--- config.mk ---
export PLATFORM = sky130hd
export DESIGN_NAME = nvm_port_arbiter_flat
export DESIGN_NICKNAME = d
export VERILOG_FILES = /design/src/rtl/nvm_port_arbiter_if.sv /design/src/rtl/nvm_port_arbiter.sv /design/src/flat_wrapper.sv
export SDC_FILE = /design/constraint.sdc
export NUM_CORES = 1
export LEC_CHECK = 0
export BUFFER_PORTS_ARGS = -buffer_cell sky130_fd_sc_hd__buf_4
export CAP_MARGIN = 20
export CORE_AREA = 2 2 99 101
export CTS_BUF_LIST = sky130_fd_sc_hd__clkbuf_4 sky130_fd_sc_hd__clkbuf_8
export DETAILED_ROUTE_END_ITERATION = 8
export DIE_AREA = 0 0 101 103
export GPL_TIMING_DRIVEN = 0
export PLACE_DENSITY = 0.74
export SLEW_MARGIN = 20
export SYNTH_ARGS = -nofsm -noshare
export SYNTH_HDL_FRONTEND = slang
export SYNTH_SLANG_ARGS = --single-unit
--- constraint.sdc ---
create_clock -name CLK -period 2.6 [get_ports CLK]
set_input_delay 0.52 -clock CLK [delete_from_list [all_inputs] [get_ports CLK]]
set_output_delay 0.52 -clock CLK [all_outputs]
set_load 0.01 [all_outputs]
--- src/rtl/nvm_port_arbiter_if.sv ---
// Bundle of host, GC and NVM command-port signals around nvm_port_arbiter.
// The slave modport is the arbiter's view; master is the surrounding environment.
interface nvm_port_arbiter_if #(
  parameter int ADDR_W = 16,
  parameter int DATA_W = 32
);
  logic              host_req;
  logic [1:0]        host_cmd;
  logic [ADDR_W-1:0] host_addr;
  logic [DATA_W-1:0] host_wdata;
  logic              host_ack;
  logic [DATA_W-1:0] host_rdata;

  logic              gc_req;
  logic [1:0]        gc_cmd;
  logic [ADDR_W-1:0] gc_addr;
  logic [DATA_W-1:0] gc_wdata;
  logic              gc_ack;
  logic [DATA_W-1:0] gc_rdata;
  logic              gc_urgent;

  logic              nvm_req;
  logic [1:0]        nvm_cmd;
  logic [ADDR_W-1:0] nvm_addr;
  logic [DATA_W-1:0] nvm_wdata;
  logic              nvm_ready;
  logic [DATA_W-1:0] nvm_rdata;

  logic [1:0]        owner;
  logic              cmd_err;

  modport slave (
    input  host_req, host_cmd, host_addr, host_wdata,
    input  gc_req, gc_cmd, gc_addr, gc_wdata, gc_urgent,
    input  nvm_ready, nvm_rdata,
    output host_ack, host_rdata, gc_ack, gc_rdata,
    output nvm_req, nvm_cmd, nvm_addr, nvm_wdata, owner, cmd_err
  );

  modport master (
    output host_req, host_cmd, host_addr, host_wdata,
    output gc_req, gc_cmd, gc_addr, gc_wdata, gc_urgent,
    output nvm_ready, nvm_rdata,
    input  host_ack, host_rdata, gc_ack, gc_rdata,
    input  nvm_req, nvm_cmd, nvm_addr, nvm_wdata, owner, cmd_err
  );
endinterface

--- src/rtl/nvm_port_arbiter.sv ---
// Arbitrates the NVM command port between host and GC, one transaction per grant.
// Define GC_STARVE_EN to add the starvation counter that forces GC after STARVE_LIMIT host grants.
module nvm_port_arbiter #(
  parameter int ADDR_W       = 16,
  parameter int DATA_W       = 32,
  parameter int STARVE_LIMIT = 4
) (
  input  logic                CLK,
  input  logic                nRST,
  nvm_port_arbiter_if.slave   bus
);

  typedef enum logic [1:0] {IDLE, HOST_BUSY, GC_BUSY, ERR_ACK} state_e;

  localparam logic [1:0] CMD_RSVD  = 2'b11;
  localparam logic [1:0] OWN_NONE  = 2'b00;
  localparam logic [1:0] OWN_HOST  = 2'b01;
  localparam logic [1:0] OWN_GC    = 2'b10;
  localparam logic [3:0] LIMIT     = 4'(STARVE_LIMIT);

  if (STARVE_LIMIT < 1 || STARVE_LIMIT > 15) begin : g_bad_limit
    $error("nvm_port_arbiter: STARVE_LIMIT must be in 1..15");
  end

  state_e            state_q, state_d;
  logic              err_gc_q, err_gc_d;
  logic [1:0]        cmd_q, cmd_d;
  logic [ADDR_W-1:0] addr_q, addr_d;
  logic [DATA_W-1:0] wdata_q, wdata_d;

  logic              grant_host, grant_gc, starve_hit;
  logic [1:0]        win_cmd;
  logic              host_done, gc_done, in_err;

`ifdef GC_STARVE_EN
  logic [3:0] starve_q, starve_d;

  assign starve_hit = (starve_q == LIMIT);

  always_comb begin
    starve_d = starve_q;
    if (grant_gc) begin
      starve_d = '0;
    end else if (grant_host && bus.gc_req) begin
      if (starve_q != LIMIT) starve_d = starve_q + 4'd1;
    end else if (state_q == IDLE && !bus.gc_req) begin
      starve_d = '0;
    end
  end

  always_ff @(posedge CLK or negedge nRST) begin
    if (!nRST) starve_q <= '0;
    else       starve_q <= starve_d;
  end
`else
  assign starve_hit = 1'b0;
`endif

  // NOTE: every variable gets its default before the case so no path leaves it unassigned (no latch).
  always_comb begin
    state_d    = state_q;
    err_gc_d   = err_gc_q;
    cmd_d      = cmd_q;
    addr_d     = addr_q;
    wdata_d    = wdata_q;
    grant_host = 1'b0;
    grant_gc   = 1'b0;

    case (state_q)
      IDLE: begin
        if (bus.gc_req && (bus.gc_urgent || starve_hit)) grant_gc   = 1'b1;
        else if (bus.host_req)                           grant_host = 1'b1;
        else if (bus.gc_req)                             grant_gc   = 1'b1;
      end
      HOST_BUSY, GC_BUSY: if (bus.nvm_ready) state_d = IDLE;
      default:            state_d = IDLE;
    endcase

    win_cmd = grant_gc ? bus.gc_cmd : bus.host_cmd;

    // A reserved command is acknowledged as an error without disturbing the NVM-side registers.
    if (grant_host || grant_gc) begin
      err_gc_d = grant_gc;
      if (win_cmd == CMD_RSVD) begin
        state_d = ERR_ACK;
      end else begin
        state_d = grant_gc ? GC_BUSY : HOST_BUSY;
        cmd_d   = win_cmd;
        addr_d  = grant_gc ? bus.gc_addr  : bus.host_addr;
        wdata_d = grant_gc ? bus.gc_wdata : bus.host_wdata;
      end
    end
  end

  // NOTE: sequential state uses non-blocking assignments so all flops update from pre-edge values.
  always_ff @(posedge CLK or negedge nRST) begin
    if (!nRST) begin
      state_q  <= IDLE;
      err_gc_q <= 1'b0;
      cmd_q    <= '0;
      addr_q   <= '0;
      wdata_q  <= '0;
    end else begin
      state_q  <= state_d;
      err_gc_q <= err_gc_d;
      cmd_q    <= cmd_d;
      addr_q   <= addr_d;
      wdata_q  <= wdata_d;
    end
  end

  // Acks and rdata are combinational so completion is visible in the nvm_ready cycle.
  always_comb begin
    host_done = (state_q == HOST_BUSY) && bus.nvm_ready;
    gc_done   = (state_q == GC_BUSY)   && bus.nvm_ready;
    in_err    = (state_q == ERR_ACK);

    bus.nvm_req    = (state_q == HOST_BUSY) || (state_q == GC_BUSY);
    bus.nvm_cmd    = cmd_q;
    bus.nvm_addr   = addr_q;
    bus.nvm_wdata  = wdata_q;
    bus.cmd_err    = in_err;
    bus.host_ack   = host_done || (in_err && !err_gc_q);
    bus.gc_ack     = gc_done   || (in_err &&  err_gc_q);
    bus.host_rdata = host_done ? bus.nvm_rdata : '0;
    bus.gc_rdata   = gc_done   ? bus.nvm_rdata : '0;

    case (state_q)
      HOST_BUSY: bus.owner = OWN_HOST;
      GC_BUSY:   bus.owner = OWN_GC;
      ERR_ACK:   bus.owner = err_gc_q ? OWN_GC : OWN_HOST;
      default:   bus.owner = OWN_NONE;
    endcase
  end

endmodule
--- src/flat_wrapper.sv ---
// flat-port wrapper written by rule: the top's interface ports become plain ports
module nvm_port_arbiter_flat 
#(
  parameter int ADDR_W       = 16,
  parameter int DATA_W       = 32,
  parameter int STARVE_LIMIT = 4
)
  (CLK, nRST, bus_host_req, bus_host_cmd, bus_host_addr, bus_host_wdata, bus_gc_req, bus_gc_cmd, bus_gc_addr, bus_gc_wdata, bus_gc_urgent, bus_nvm_ready, bus_nvm_rdata, bus_host_ack, bus_host_rdata, bus_gc_ack, bus_gc_rdata, bus_nvm_req, bus_nvm_cmd, bus_nvm_addr, bus_nvm_wdata, bus_owner, bus_cmd_err);
  nvm_port_arbiter_if #(.ADDR_W(ADDR_W), .DATA_W(DATA_W)) bus_i ();
  input  logic CLK;
  input  logic nRST;
  input wire logic [$bits(bus_i.host_req)-1:0] bus_host_req;
  input wire logic [$bits(bus_i.host_cmd)-1:0] bus_host_cmd;
  input wire logic [$bits(bus_i.host_addr)-1:0] bus_host_addr;
  input wire logic [$bits(bus_i.host_wdata)-1:0] bus_host_wdata;
  input wire logic [$bits(bus_i.gc_req)-1:0] bus_gc_req;
  input wire logic [$bits(bus_i.gc_cmd)-1:0] bus_gc_cmd;
  input wire logic [$bits(bus_i.gc_addr)-1:0] bus_gc_addr;
  input wire logic [$bits(bus_i.gc_wdata)-1:0] bus_gc_wdata;
  input wire logic [$bits(bus_i.gc_urgent)-1:0] bus_gc_urgent;
  input wire logic [$bits(bus_i.nvm_ready)-1:0] bus_nvm_ready;
  input wire logic [$bits(bus_i.nvm_rdata)-1:0] bus_nvm_rdata;
  output wire logic [$bits(bus_i.host_ack)-1:0] bus_host_ack;
  output wire logic [$bits(bus_i.host_rdata)-1:0] bus_host_rdata;
  output wire logic [$bits(bus_i.gc_ack)-1:0] bus_gc_ack;
  output wire logic [$bits(bus_i.gc_rdata)-1:0] bus_gc_rdata;
  output wire logic [$bits(bus_i.nvm_req)-1:0] bus_nvm_req;
  output wire logic [$bits(bus_i.nvm_cmd)-1:0] bus_nvm_cmd;
  output wire logic [$bits(bus_i.nvm_addr)-1:0] bus_nvm_addr;
  output wire logic [$bits(bus_i.nvm_wdata)-1:0] bus_nvm_wdata;
  output wire logic [$bits(bus_i.owner)-1:0] bus_owner;
  output wire logic [$bits(bus_i.cmd_err)-1:0] bus_cmd_err;
  assign bus_i.host_req = bus_host_req;
  assign bus_i.host_cmd = bus_host_cmd;
  assign bus_i.host_addr = bus_host_addr;
  assign bus_i.host_wdata = bus_host_wdata;
  assign bus_i.gc_req = bus_gc_req;
  assign bus_i.gc_cmd = bus_gc_cmd;
  assign bus_i.gc_addr = bus_gc_addr;
  assign bus_i.gc_wdata = bus_gc_wdata;
  assign bus_i.gc_urgent = bus_gc_urgent;
  assign bus_i.nvm_ready = bus_nvm_ready;
  assign bus_i.nvm_rdata = bus_nvm_rdata;
  assign bus_host_ack = bus_i.host_ack;
  assign bus_host_rdata = bus_i.host_rdata;
  assign bus_gc_ack = bus_i.gc_ack;
  assign bus_gc_rdata = bus_i.gc_rdata;
  assign bus_nvm_req = bus_i.nvm_req;
  assign bus_nvm_cmd = bus_i.nvm_cmd;
  assign bus_nvm_addr = bus_i.nvm_addr;
  assign bus_nvm_wdata = bus_i.nvm_wdata;
  assign bus_owner = bus_i.owner;
  assign bus_cmd_err = bus_i.cmd_err;
  nvm_port_arbiter #(.ADDR_W(ADDR_W), .DATA_W(DATA_W), .STARVE_LIMIT(STARVE_LIMIT)) u_core (.CLK(CLK), .nRST(nRST), .bus(bus_i));
endmodule
==> metrics.log, run 1 <==
[metrics] detailed placement HPWL: 9.172 mm
[metrics] path class of the lowest-slack min-delay path: input port to async pin
[metrics] Ports: 258
[metrics] Req. time, crit path: 2.08 ns
[metrics] worst clock skew on the final layout: 0.008364 ns
[metrics] 1st-pass router iterations: 4
[metrics] peak fanout along the critical path: 10
[metrics] kind of critical path: register to output pin
[metrics] clock-pin slew reported for the worst setup and hold paths after clock tree synthesis: 0.10 ns
[metrics] synthesis-stage register bit count: 53
[metrics] Final #Nets: 681
[metrics] die width: 101 um
[metrics] run status: finished, final reports clean
[metrics] Inserted Clock Buffers: 5
[metrics] fraction of the mapped netlist area in adder cells: 1.517%
[metrics] via count: 3220
[metrics] reported max-cap violation count: 0
[metrics] synthesis-to-layout area growth: 66.01%
[metrics] worst-case hold slack: 0.2374 ns
[metrics] critical path endpoint category: output pin
[metrics] setup violation total in the final timing report: 0
[metrics] synthesized-area fraction occupied by ao, oa, aoi and oai cells: 3.035%
[metrics] post-DR vias/cell: 4.924
[metrics] grt met1 use: 20.99%
[metrics] share of flip-flops with an asynchronous set or reset after synthesis: 100.0%
[metrics] fraction of met2 tracks used by global routing: 39.38%
[metrics] via count of the first global-routing pass: 3236
[metrics] Power Density: 922.7 nW/um^2
[metrics] timing startpoint of the critical path: u_core.state_q[0]
[metrics] Worst Tran Pin Value: 0.6901 ns
[metrics] Total GRT Usage: 20.13%
[metrics] total die area: 10400 um^2
[metrics] Startpoint Class: register
[metrics] detailed router's first-iteration violation count: 79
[metrics] Storage cell area: 1326 um^2
[metrics] Sink Count: 53
[metrics] total negative slack: 0 ns
[metrics] wire length of the first global-routing pass: 16.30 mm
[metrics] cell chosen for the clock root: clkbuf_8
[metrics] sum of overflow across all layers after global routing: 0
[metrics] Arrival @ worst endpoint: 1.85 ns
[metrics] number of distinct library cells after synthesis: 24
[metrics] multiplexer area fraction after synthesis: 35.05%
[metrics] filler cell count in the final layout: 818
[metrics] # port buffers: 257
[metrics] total detailed-routing wirelength: 11.22 mm
[metrics] maximum clock path buffer count: 2
[metrics] effective utilization at floorplan: 34.87%
[metrics] clk_lat worst skew: 0.31 ns
[metrics] busiest grt layer: met2
[metrics] post-synth top area share: 40.21%
[metrics] DRC violation count after routing: 0
[metrics] number of hold violations in the final report: 0
[metrics] Final Max Slew Viols: 0
[metrics] Gate Count Post-Synth: 275
[metrics] M3 GR Usage: 4.678%
[metrics] final period utilization: 91.16%
[metrics] Max-slew headroom: 53.99%
[metrics] footprint of the multi-input gates: 1797 um^2
[metrics] Post-synth EDFFs: 0
[metrics] number of warning messages in the yosys log: 0
[metrics] commonest cells in the netlist: mux2_2 (76), and3_1 (65), dfrtp_1 (53)
[metrics] fraction of layout instances using a drive strength above 1: 69.26%
[metrics] PostCTS Resize Cnt: 0
[metrics] instance area after placement: 5370 um^2
[metrics] clock tree from TritonCTS: built
[metrics] sequential share of the synthesized area: 40.21%
[metrics] cells taking the most area after synthesis: dfrtp_1 (40%), mux2_2 (26%), and3_1 (12%)
[metrics] number of levels in the clock H-tree: 2
[metrics] most repeated cell in the gate-level netlist after synthesis: mux2_2
[metrics] synthesized-area fraction occupied by and/or/nand/nor cells: 14.87%
[metrics] Peak VDD IR: 0.4639 mV
[metrics] RSZ-0062 raised after global routing: false
[metrics] number of buffers inserted for hold repair after clock tree synthesis: 0
[metrics] pin count of the biggest net entering global routing: 54
[metrics] crit path time final: 2.370 ns
[metrics] total non-filler cell area in the finished layout: 5475 um^2
[metrics] launching point of the worst reg2reg path: u_core.state_q[0]
[metrics] Core Footprint: 9459 um^2
[metrics] number of antenna violations at the first check in global routing: 0
[metrics] synthesized area per cell: 11.99 um^2
[metrics] number of placement rows: 36
[metrics] dominant register cell in the synthesized netlist: dfrtp_1
[metrics] XOR/XNOR Fraction of Synth Area: 0%
[metrics] number of antenna-violating nets in the routed design: 0
[metrics] P_leak: 0.002978 uW
[metrics] routed length per placed instance: 17.16 um
[metrics] post-synth net total: 417
[metrics] number of inserted diodes: 0
[metrics] floorplan die height: 103 um
[metrics] top cell type by total area after synthesis: dfrtp_1
[metrics] routability-driven placement congestion ratio: 0.9292
[metrics] post-synthesis instance area: 3298 um^2
[metrics] dominant combinational cell family by area after synthesis: multiplexers
[metrics] post-CTS repair timing setup buffer count: 0
[metrics] maximum clock frequency: 421.9 MHz
-- state kept, by name (all words and copies together) (netlist names) --
signal and count:
u_core.bus.nvm_wdata 32, u_core.bus.nvm_cmd 2, u_core.bus.nvm_addr 16, u_core.state_q 2
u_core.err_gc_q 1
-- routing by layer --
layer / routed length (um) / part of all wire (%) / vias to the layer above
li1: - / - / 1523
met1: 3991 / 36 / 1510
met2: 6027 / 54 / 168
met3: 911 / 8.1 / 19
met4: 294 / 2.6 / 0
met5: 0 / 0 / -
-- path summary, 6_finish.rpt --
kind | endpoint | slack [ns] | cells past startpoint
setup / recovery | bus_gc_rdata[16] | 0.23 | 5
hold / removal | u_core.bus.nvm_wdata[20] | 0.24 | 1
setup reg to reg | u_core.bus.nvm_wdata[16] | 0.31 | 8
hold reg to reg | u_core.bus.nvm_wdata[9] | 0.52 | 1
max in group asynchronous | u_core.bus.nvm_addr[4] | 1.88 | 1
min in group CLK | u_core.state_q[0] | 0.49 | 3
-- placed cells by master (no fill, tap or decap) --
master	n
a21boi_2	1
a21boi_0	2
clkbuf_1	13
clkbuf_8	7
mux2_4	20
mux2_2	76
a21o_1	2
dfrtp_1	53
o21ai_0	3
ha_1	4
nor2_1	1
nand2b_4	1
and3_1	65
nor3b_1	1
a32oi_1	3
nor2b_1	4
or3_1	1
a22o_1	1
inv_6	1
buf_6	8
inv_1	5
buf_4	258
buf_2	2
a41oi_1	1
nand2_1	6
nand3_1	1
-- report_power, final --
part	internal, uW	switching [uW]	total (uW)
sequential	1250	250	1500
combinational	1770	1250	3020
clock	247	286	532
total	3260	1790	5050
-- cell type report --
| cell class | instances | share of cell area, % |
|---|---|---|
| clock buffer | 7 | 1.760 |
| tap | 114 | 2.605 |
| timing repair buffer | 257 | 35.24 |
| multi-input combinational | 193 | 32.82 |
| sequential | 53 | 24.22 |
| inverter | 5 | 0.3428 |
| clock inverter | 1 | 0.1600 |
| buffer | 24 | 2.856 |
-- cells by family after synthesis --
group	count (synthesis)
simple gates	80
compound gates	13
buf+inv	29
mux	96
flops	53
fa+ha+maj	4
-- per-stage QoR --
| stage | instances | power, uW | setup WS [ns] | utilization (%) |
|---|---|---|---|---|
| after detailed placement | 646 | 4568 | 0.3275 | 56.77 |
| final | 654 | 5052 | 0.2298 | 57.88 |
| after floorplan | 275 | 3173 | 0.6625 | - |
| after global routing | 654 | 5396 | 0.1251 | 57.88 |
| after global placement | 646 | 4504 | 0.3886 | 56.77 |
| after CTS | 654 | 5120 | 0.2518 | 57.88 |
-- worst max-delay path, stage by stage (launching register included) --
cell,delay (ns)
dfrtp_1,0.46
inv_1,0.13
ha_1,0.28
clkbuf_1,0.32
and3_1,0.23
buf_4,0.13
Note: power is estimated with default switching activity, not from simulation.
==> inputs of run 2 (changes only) <==
--- a/config.mk
+++ b/config.mk
@@ -12,7 +12,7 @@
 export DETAILED_ROUTE_END_ITERATION = 8
 export DIE_AREA = 0 0 101 103
 export GPL_TIMING_DRIVEN = 0
-export PLACE_DENSITY = 0.74
+export PLACE_DENSITY_LB_ADDON = 0.12
 export SLEW_MARGIN = 20
 export SYNTH_ARGS = -nofsm -noshare
 export SYNTH_HDL_FRONTEND = slang
==> run 2 against run 1 <==
- combinational power barely moved
- setup slack gained 0.015 ns
- clock power shrank 4.9%
- first-iteration DRC count decreased by 10%
- utilization down 0.11 points
- sequential share of layout area hardly changed
- non-clock buffer count stayed put
- global-route usage is 1.5 points lower
- design area down 0.18%
- critical endpoint is now bus_gc_rdata[15]
- largest cell class unchanged
- highest routed layer unchanged
==> metrics.log, run 2 (synthesis gave the netlist of run 1 again) <==
[metrics] number of buffers inserted for hold repair after clock tree synthesis: 0 (unchanged)
[metrics] maximum single-stage delay on the critical path: 0.45 ns (was 0.46 ns)
[metrics] switch share: 35.95% (was 35.39%)
[metrics] Final Max Slew Viols: 0 (unchanged)
[metrics] clock-pin slew reported for the worst setup and hold paths after clock tree synthesis: 0.11 ns (was 0.10 ns)
[metrics] routed length per placed instance: 16.27 um (was 17.16 um)
[metrics] die width: 101 um (unchanged)
[metrics] max FFs per register: 32 (unchanged)
[metrics] kind of critical path: register to output pin (unchanged)
[metrics] maximum clock path buffer count: 2 (unchanged)
[metrics] footprint of the multi-input gates: 1797 um^2 (unchanged)
[metrics] critical path endpoint category: output pin (unchanged)
[metrics] floorplan die height: 103 um (unchanged)
[metrics] wire length of the first global-routing pass: 15.31 mm (was 16.30 mm)
[metrics] leading cell type in the layout, fill and taps excluded: buf_4 (unchanged)
[metrics] Storage cell area: 1326 um^2 (unchanged)
[metrics] Ports: 258 (unchanged)
[metrics] setup violation total in the final timing report: 0 (unchanged)
[metrics] cell internal power dissipation: 3214 uW (was 3264 uW)
[metrics] detailed placement HPWL: 8.438 mm (was 9.172 mm)
[metrics] Core Footprint: 9459 um^2 (unchanged)
[metrics] Worst Tran Pin Value: 0.6900 ns (was 0.6901 ns)
[metrics] number of antenna-violating nets in the routed design: 0 (unchanged)
[metrics] effective utilization at floorplan: 34.87% (unchanged)
[metrics] slack of the worst reg-to-reg path: 0.38 ns (was 0.31 ns)
[metrics] Total GRT Usage: 18.63% (was 20.13%)
[metrics] fraction of layout instances using a drive strength above 1: 69.26% (unchanged)
[metrics] peak fanout along the critical path: 10 (unchanged)
[metrics] via count: 3152 (was 3220)
[metrics] routability-driven placement congestion ratio: 0.7861 (was 0.9292)
[metrics] P_leak: 0.002965 uW (was 0.002978 uW)
[metrics] total instance count after detailed placement: 646 (unchanged)
[metrics] number of antenna violations at the first check in global routing: 0 (unchanged)
[metrics] pin count of the biggest net entering global routing: 54 (unchanged)
[metrics] final period utilization: 90.60% (was 91.16%)
[metrics] total die area: 10400 um^2 (unchanged)
[metrics] worst-case hold slack: 0.2338 ns (was 0.2374 ns)
[metrics] Startpoint Class: register (unchanged)
[metrics] worst path buffer plus inverter count: 3 (unchanged)
[metrics] clock tree from TritonCTS: built (unchanged)
[metrics] Worst Slack Setup Final: 0.2444 ns (was 0.2298 ns)
[metrics] cell chosen for the clock root: clkbuf_8 (unchanged)
[metrics] via count of the first global-routing pass: 2974 (was 3236)
[metrics] Inserted Clock Buffers: 5 (unchanged)
[metrics] Arrival @ worst endpoint: 1.84 ns (was 1.85 ns)
[metrics] detailed router's first-iteration violation count: 71 (was 79)
[metrics] power share of the clock group: 10.1% (was 10.5%)
[metrics] launching point of the worst reg2reg path: u_core.state_q[0] (unchanged)
[metrics] Power Density: 918.2 nW/um^2 (was 922.7 nW/um^2)
[metrics] number of hold violations in the final report: 0 (unchanged)
[metrics] part of the power in combinational logic: 60.3% (was 59.7%)
[metrics] post-CTS repair timing setup buffer count: 0 (unchanged)
[metrics] RSZ-0062 raised after global routing: false (unchanged)
[metrics] reported max-cap violation count: 0 (unchanged)
[metrics] PostCTS Resize Cnt: 0 (unchanged)
[metrics] number of placement rows: 36 (unchanged)
[metrics] run status: finished, final reports clean (unchanged)
[metrics] category of cells accounting for the largest share of critical-path delay: buffers and inverters (unchanged)
[metrics] # port buffers: 257 (unchanged)
[metrics] number of cells in the finished layout apart from fillers: 654 (unchanged)
[metrics] sum of overflow across all layers after global routing: 0 (unchanged)
[metrics] Req. time, crit path: 2.08 ns (about the same)
[metrics] total negative slack: 0 ns (unchanged)
[metrics] Critical-path top delay cell: dfrtp_1 (unchanged)
[metrics] Sink Count: 53 (unchanged)
[metrics] path class of the lowest-slack min-delay path: input port to async pin (unchanged)
[metrics] total detailed-routing wirelength: 10.64 mm (was 11.22 mm)
[metrics] number of levels in the clock H-tree: 2 (unchanged)
[metrics] clk_lat worst skew: 0.31 ns (about the same)
[metrics] Peak VDD IR: 0.4337 mV (was 0.4639 mV)
[metrics] filler cell count in the final layout: 828 (was 818)
[metrics] sequential share of power: 29.6% (was 29.7%)
[metrics] maximum clock frequency: 424.5 MHz (was 421.9 MHz)
[metrics] Final #Nets: 681 (unchanged)
[metrics] final core occ: 57.78% (was 57.88%)
[metrics] sw power: 1804 uW (was 1788 uW)
[metrics] crit path time final: 2.356 ns (was 2.370 ns)
[metrics] Max-slew headroom: 54.00% (was 53.99%)
[metrics] post-DR vias/cell: 4.820 (was 4.924)
[metrics] worst clock skew on the final layout: 0.006055 ns (was 0.008364 ns)
[metrics] leading cell types in the layout, fill and taps excluded: buf_4 (258), mux2_2 (76), and3_1 (65) (unchanged)
[metrics] DRC violation count after routing: 0 (unchanged)
[metrics] synthesis-to-layout area growth: 65.71% (was 66.01%)
[metrics] minimum setup slack after placement: 0.3918 ns (was 0.3275 ns)
[metrics] ordered list of cells on the worst path: inv_1, ha_1, clkbuf_1, and3_1, buf_4 (unchanged)
[metrics] worst r2r dst: u_core.bus.nvm_addr[2] (was u_core.bus.nvm_wdata[16])
[metrics] 1st-pass router iterations: 4 (unchanged)
[metrics] number of inserted diodes: 0 (unchanged)
[metrics] depth of the most critical reg-to-reg path: 8 (unchanged)
## run 2: cell count changes in the layout (fill, tap and decap cells not counted), sizes merged
cell,change
clkinvlp,+2
clkbuf,-2
## run 2: final cells by class
cell class / count / area share [%]
repair buffers: 257 / 35.30
multi-input cells: 193 / 32.88
flip-flops and latches: 53 / 24.27
plain buffers: 24 / 2.862
well taps: 114 / 2.610
clock buffers: 5 / 1.259
clock inverters: 3 / 0.4808
inverters: 5 / 0.3434
## run 2: worst max path at each step
stage / start / end / cells past startpoint / slack [ns]
floorplan: u_core.state_q[0] / u_core.bus.nvm_addr[0] / 8 / 0.66
global placement: u_core.state_q[0] / u_core.bus.nvm_wdata[25] / 8 / 0.41
detailed placement: u_core.state_q[0] / u_core.bus.nvm_wdata[27] / 8 / 0.39
CTS: u_core.state_q[0] / bus_gc_rdata[15] / 5 / 0.23
global route: u_core.state_q[0] / bus_gc_rdata[31] / 5 / 0.12
finish: u_core.state_q[0] / bus_gc_rdata[15] / 5 / 0.24
## run 2: per-stage QoR
stage | total power, uW | instance area (um^2)
after floorplan | 3173 | 3298
after global placement | 4517 | 5370
after detailed placement | 4561 | 5370
after CTS | 5088 | 5465
after global routing | 5358 | 5465
final | 5018 | 5465
## run 2: power groups by stage
stage | sequential (uW) | combinational (uW) | clock (uW)
floorplan | 1680 | 1500 | 0
global placement | 1490 | 3030 | 0
detailed placement | 1510 | 3060 | 0
CTS | 1490 | 3070 | 528
global route | 1550 | 3250 | 555
finish | 1480 | 3030 | 506
## run 2: metal layers
layer / up-vias / wire length [um] / share of wire [%] / global-route usage, %
li1: 1522 / - / - / -
met1: 1475 / 4275 / 40 / 22.27
met2: 145 / 5473 / 51 / 34.36
met3: 10 / 774 / 7.3 / 3.932
met4: 0 / 116 / 1.1 / 4.366
met5: - / 0 / 0 / 0
